[src/rtl/cache_port_arbiter.sv]
// Round-robin arbiter sharing one single-port cache between instruction fetch (port 0)
// and load/store (port 1), with saturating per-port access and miss statistics.
module cache_port_arbiter #(
  parameter int ADDR_W = 32,
  parameter int CNT_W  = 32
) (
  input  logic              clk,
  input  logic              rst,
  input  logic              p0_req,
  input  logic              p0_we,
  input  logic [ADDR_W-1:0] p0_addr,
  input  logic [31:0]       p0_wdata,
  input  logic              p1_req,
  input  logic              p1_we,
  input  logic [ADDR_W-1:0] p1_addr,
  input  logic [31:0]       p1_wdata,
  output logic              p0_ready,
  output logic [31:0]       p0_rdata,
  output logic              p1_ready,
  output logic [31:0]       p1_rdata,
  output logic [ADDR_W-1:0] c_addr,
  output logic              c_rd_req,
  output logic              c_wr_req,
  output logic [31:0]       c_wr_data,
  input  logic [31:0]       c_rd_data,
  input  logic              c_miss,
  output logic [CNT_W-1:0]  acc_cnt0,
  output logic [CNT_W-1:0]  acc_cnt1,
  output logic [CNT_W-1:0]  miss_cnt0,
  output logic [CNT_W-1:0]  miss_cnt1
);

  typedef enum logic [1:0] {ARB, ISSUE, RESP} state_t;

  state_t            state, state_next;
  logic              cur_we;
  logic [ADDR_W-1:0] cur_addr;
  logic [31:0]       cur_wdata;
  logic              gnt_id;
  logic              last_gnt;
  logic              saw_miss;
  logic              grant;
  logic              grant_id;
  logic              issuing;

  always_comb begin
    state_next = state;
    grant      = 1'b0;
    grant_id   = 1'b0;
    case (state)
      ARB: begin
        // On contention the port that was not served last wins.
        if (p0_req && p1_req) begin
          grant    = 1'b1;
          grant_id = ~last_gnt;
        end else if (p0_req) begin
          grant    = 1'b1;
          grant_id = 1'b0;
        end else if (p1_req) begin
          grant    = 1'b1;
          grant_id = 1'b1;
        end
        if (grant) state_next = ISSUE;
      end
      ISSUE:   if (!c_miss) state_next = RESP;
      RESP:    state_next = ARB;
      default: state_next = ARB;
    endcase
  end

  always_ff @(posedge clk or posedge rst) begin
    if (rst) begin
      state     <= ARB;
      cur_we    <= 1'b0;
      cur_addr  <= '0;
      cur_wdata <= '0;
      gnt_id    <= 1'b0;
      last_gnt  <= 1'b1;
      saw_miss  <= 1'b0;
    end else begin
      state <= state_next;
      if (grant) begin
        cur_we    <= grant_id ? p1_we    : p0_we;
        cur_addr  <= grant_id ? p1_addr  : p0_addr;
        cur_wdata <= grant_id ? p1_wdata : p0_wdata;
        gnt_id    <= grant_id;
        saw_miss  <= 1'b0;
      end
      if (state == ISSUE) begin
        if (c_miss) saw_miss <= 1'b1;
        else        last_gnt <= gnt_id;
      end
    end
  end

  assign issuing   = (state == ISSUE);
  assign c_rd_req  = issuing & ~cur_we;
  assign c_wr_req  = issuing & cur_we;
  assign c_addr    = issuing ? cur_addr  : '0;
  assign c_wr_data = issuing ? cur_wdata : '0;

  assign p0_ready = (state == RESP) && !gnt_id;
  assign p1_ready = (state == RESP) && gnt_id;
  assign p0_rdata = c_rd_data;
  assign p1_rdata = c_rd_data;

  // Statistics close out in RESP, so they become visible the cycle after ready.
  for (genvar gi = 0; gi < 2; gi++) begin : g_cnt
    logic [CNT_W-1:0] acc;
    logic [CNT_W-1:0] miss;
    logic             served;

    assign served = (state == RESP) && (gnt_id == 1'(gi));

    always_ff @(posedge clk or posedge rst) begin
      if (rst) begin
        acc  <= '0;
        miss <= '0;
      end else if (served) begin
        if (acc != '1)              acc  <= acc + 1'b1;
        if (saw_miss && miss != '1) miss <= miss + 1'b1;
      end
    end
  end

  assign acc_cnt0  = g_cnt[0].acc;
  assign acc_cnt1  = g_cnt[1].acc;
  assign miss_cnt0 = g_cnt[0].miss;
  assign miss_cnt1 = g_cnt[1].miss;

endmodule
[config.mk]
export PLATFORM = sky130hd
export DESIGN_NAME = cache_port_arbiter
export DESIGN_NICKNAME = d
export VERILOG_FILES = /design/src/rtl/cache_port_arbiter.sv
export SDC_FILE = /design/constraint.sdc
export NUM_CORES = 1
export LEC_CHECK = 0
export BUFFER_PORTS_ARGS = -buffer_cell sky130_fd_sc_hd__buf_2
export CORE_AREA = 2 2 168 170
export CTS_CLUSTER_DIAMETER = 60
export DETAILED_ROUTE_END_ITERATION = 10
export DIE_AREA = 0 0 170 172
export PLACE_DENSITY = 0.73
export SETUP_SLACK_MARGIN = 0.05
export SYNTH_ARGS = -nofsm -noshare
export SYNTH_HDL_FRONTEND = slang
export SYNTH_SLANG_ARGS = --single-unit
[constraint.sdc]
create_clock -name clk -period 8.4 [get_ports clk]
set_input_delay 0.84 -clock clk [delete_from_list [all_inputs] [get_ports clk]]
set_output_delay 0.84 -clock clk [all_outputs]
set_load 0.02 [all_outputs]
==> reports/results.ini <==
[grt]
grt_use_total = 0.186
grt_pass1_wl_mm = 43.4
grt_pass1_vias = 7969
grt_antenna_before_repair = 2
grt_max_degree = 136
overflow = 0

[layout]
seq_area_um2 = 4960
fin_nets = 1440
final_common_cell = buf_2
multiInputGateArea_um2 = 4520
layout_common_cells = buf_2, dfrtp_1, nand2_1, xnor2_1, and2_1
area_delta_synth_final_pct = 20.2
drive_gt1_frac = 0.310
fin_area_um2 = 12200
final_core_util = 0.445
num_antenna_cells = 0
fillers = 2649

[setup_path]
critical_path.top_delay_family = simple AND/OR/NAND/NOR gates
worstSetupPathType = register to output pin
cp_num_buf_inv = 1
cpMaxStageDelayCell = and2b_2
worst_setup_path_end_kind = output pin
cp_slowest_stage_delay_ps = 890
cp_data_arrival_time_ps = 2300
worstSetupStartpointType = register
critPathMaxFanout = 66
worstPathRequired_ps = 7560
cp_cell_sequence = and2b_2 > and2_1 > buf_2

[synth]
synth_warnings = 0
synth_area_um2 = 10200
yosysTopAreaCell = dfrtp_1
synth_edf_count = 0
synthCells = 1031
synthTopCellsByArea = dfrtp_1, xnor2_1, buf_4, and2_1, nand4_1
synth_top_area_frac = 0.484
synth_fp_nets = 1202
async_flop_share = 1.00
synth_flop_cell = dfrtp_1
postSynthAreaPerCell_um2 = 9.87
ys_seq_area_frac = 0.487
ys_ff_latch = 198
netlist-cell-type-count = 54

[sta]
rsz0062_at_grt = no
finalCritPeriodShare = 0.374
clock_skew_ps = 18.5
tns_ps = 0
setup_violations = 0
max_freq_ghz = 0.319
relSlewSlack = 0.342
slew_violations = 0
worst_pin_slew_ps = 987
min_period_ps = 3140
hold_ws_ps = 474
hold_viol = 0

[clocking]
cts_hold_buffers = 0
cts.path.max_buffers = 2
cts-root-buf = clkbuf_16
cts.sinks = 198
clk_latency_ps = 440
numCtsBuffers = 17
cts_resized = 0
postCtsSetupBuffers = 0
htree_levels = 4
clk_pin_slew_ps = 90
cts_tree = done

[pwr]
cellPowerDensity_nw_per_um2 = 253
p_leak_nw = 6.02
p_total_mw = 3.09
vdd_ir_drop_max_mv = 0.165

[routing]
avgRoutedWirePerCell_um = 17.0
dr.pass1.iters = 7
drc = 0
drt_iter0_drc = 558
routed_via_density = 5.22
ant_nets = 0
wirelength_mm = 27.8
route.vias.total = 8495

[floorplan]
rows = 61
initial_core_util = 0.370
core_area_um2 = 27500
dieArea_um2 = 29200
pin_count = 427
die_h_um = 172
die_width_um = 170

[placement]
placed_area_um2 = 11600
gp_congestion = 0.836
io_buffer_count = 330
hpwlAfterDp_mm = 20.0

[job]
drv_cap = 0

[min_path]
hp-class = register to register

[outcome]
outcome = finished clean

[flip-flops by register name, summed over array words and instances, names as in the netlist]
| register | flops |
|---|---|
| miss_cnt1 | 32 |
| cur_we | 1 |
| acc_cnt0 | 32 |
| state | 2 |
| cur_addr | 32 |
| acc_cnt1 | 32 |
| gnt_id | 1 |
| miss_cnt0 | 32 |
| last_gnt | 1 |
| saw_miss | 1 |
| cur_wdata | 32 |
[path summary, 6_finish.rpt]
check                      slack, ps       endpoint           from  depth (start not counted)
max                             5260     c_addr[30]       state[1]                          3
min                              470  cur_wdata[17]  cur_wdata[17]                          2
max reg2reg                     5800    acc_cnt1[1]   acc_cnt1[18]                          5
min reg2reg                      470  cur_wdata[17]  cur_wdata[17]                          2
max in group asynchronous       6350   cur_addr[25]            rst                          3
min in group asynchronous        560  miss_cnt0[11]            rst                          2
[routing by layer]
layer	global-route usage	vias to the layer above	routed length, µm
met5	0	-	13
met4	0.0502	2	366
met3	0.0446	31	1600
met2	0.304	282	13400
met1	0.250	4128	12300
li1	-	4052	-
[report_power, final]
part           internal, mW  total (mW)  switching [mW]
clock network         0.480       0.880           0.400
logic                 0.330       0.937           0.607
registers              1.15        1.28           0.132
[worst register-to-register path, stage by stage (launching register included)]
cell and delay [ps]:
dfrtp_1 460, nand4_1 200, nor4_1 430, nand3b_1 690
nand2_1 350, mux2_2 360
[final cells by class]
cell class / count / area share
flip-flops and latches: 198 / 0.405
repair buffers: 334 / 0.137
inverters: 6 / 0.00245
well taps: 346 / 0.0354
clock inverters: 14 / 0.0152
clock buffers: 18 / 0.0351
multi-input cells: 712 / 0.369
[through the flow]
stage | cells | setup slack (ps)
after floorplan | 1031 | 2160
after global placement | 1596 | 5730
after detailed placement | 1596 | 5740
after CTS | 1628 | 5240
after global routing | 1628 | 5070
final | 1628 | 5260
[Yosys cell counts, types with 4 or more instances]
| library cell | instances |
|---|---|
| and3_1 | 28 |
| buf_2 | 15 |
| nor3_1 | 16 |
| mux2_2 | 5 |
| xnor2_1 | 100 |
| nand3_1 | 53 |
| inv_1 | 6 |
| ha_1 | 4 |
| buf_4 | 68 |
| clkbuf_1 | 29 |
| o22ai_1 | 64 |
| xor2_1 | 21 |
| and4_1 | 15 |
| dfrtp_1 | 197 |
| nand2_1 | 106 |
| nor2_1 | 35 |
| nand4_1 | 68 |
| nor4_1 | 6 |
| and2_1 | 81 |
| o21ai_0 | 65 |
[kinds of logic (layout without fill, tap and decap cells)]
kind of cell | after synthesis | in the layout | share of synthesized area
DFF | 198 | 198 | 0.487
AOI/OAI and AO/OA | 143 | 143 | 0.0828
xor gates and xnor gates | 121 | 121 | 0.104
adders and majority gates | 4 | 4 | 0.00492
buffers and inverters | 121 | 372 | 0.0715
and+or+nand+nor | 438 | 438 | 0.243
muxes | 6 | 6 | 0.00651
No activity file was read; power rests on OpenSTA's default activity.
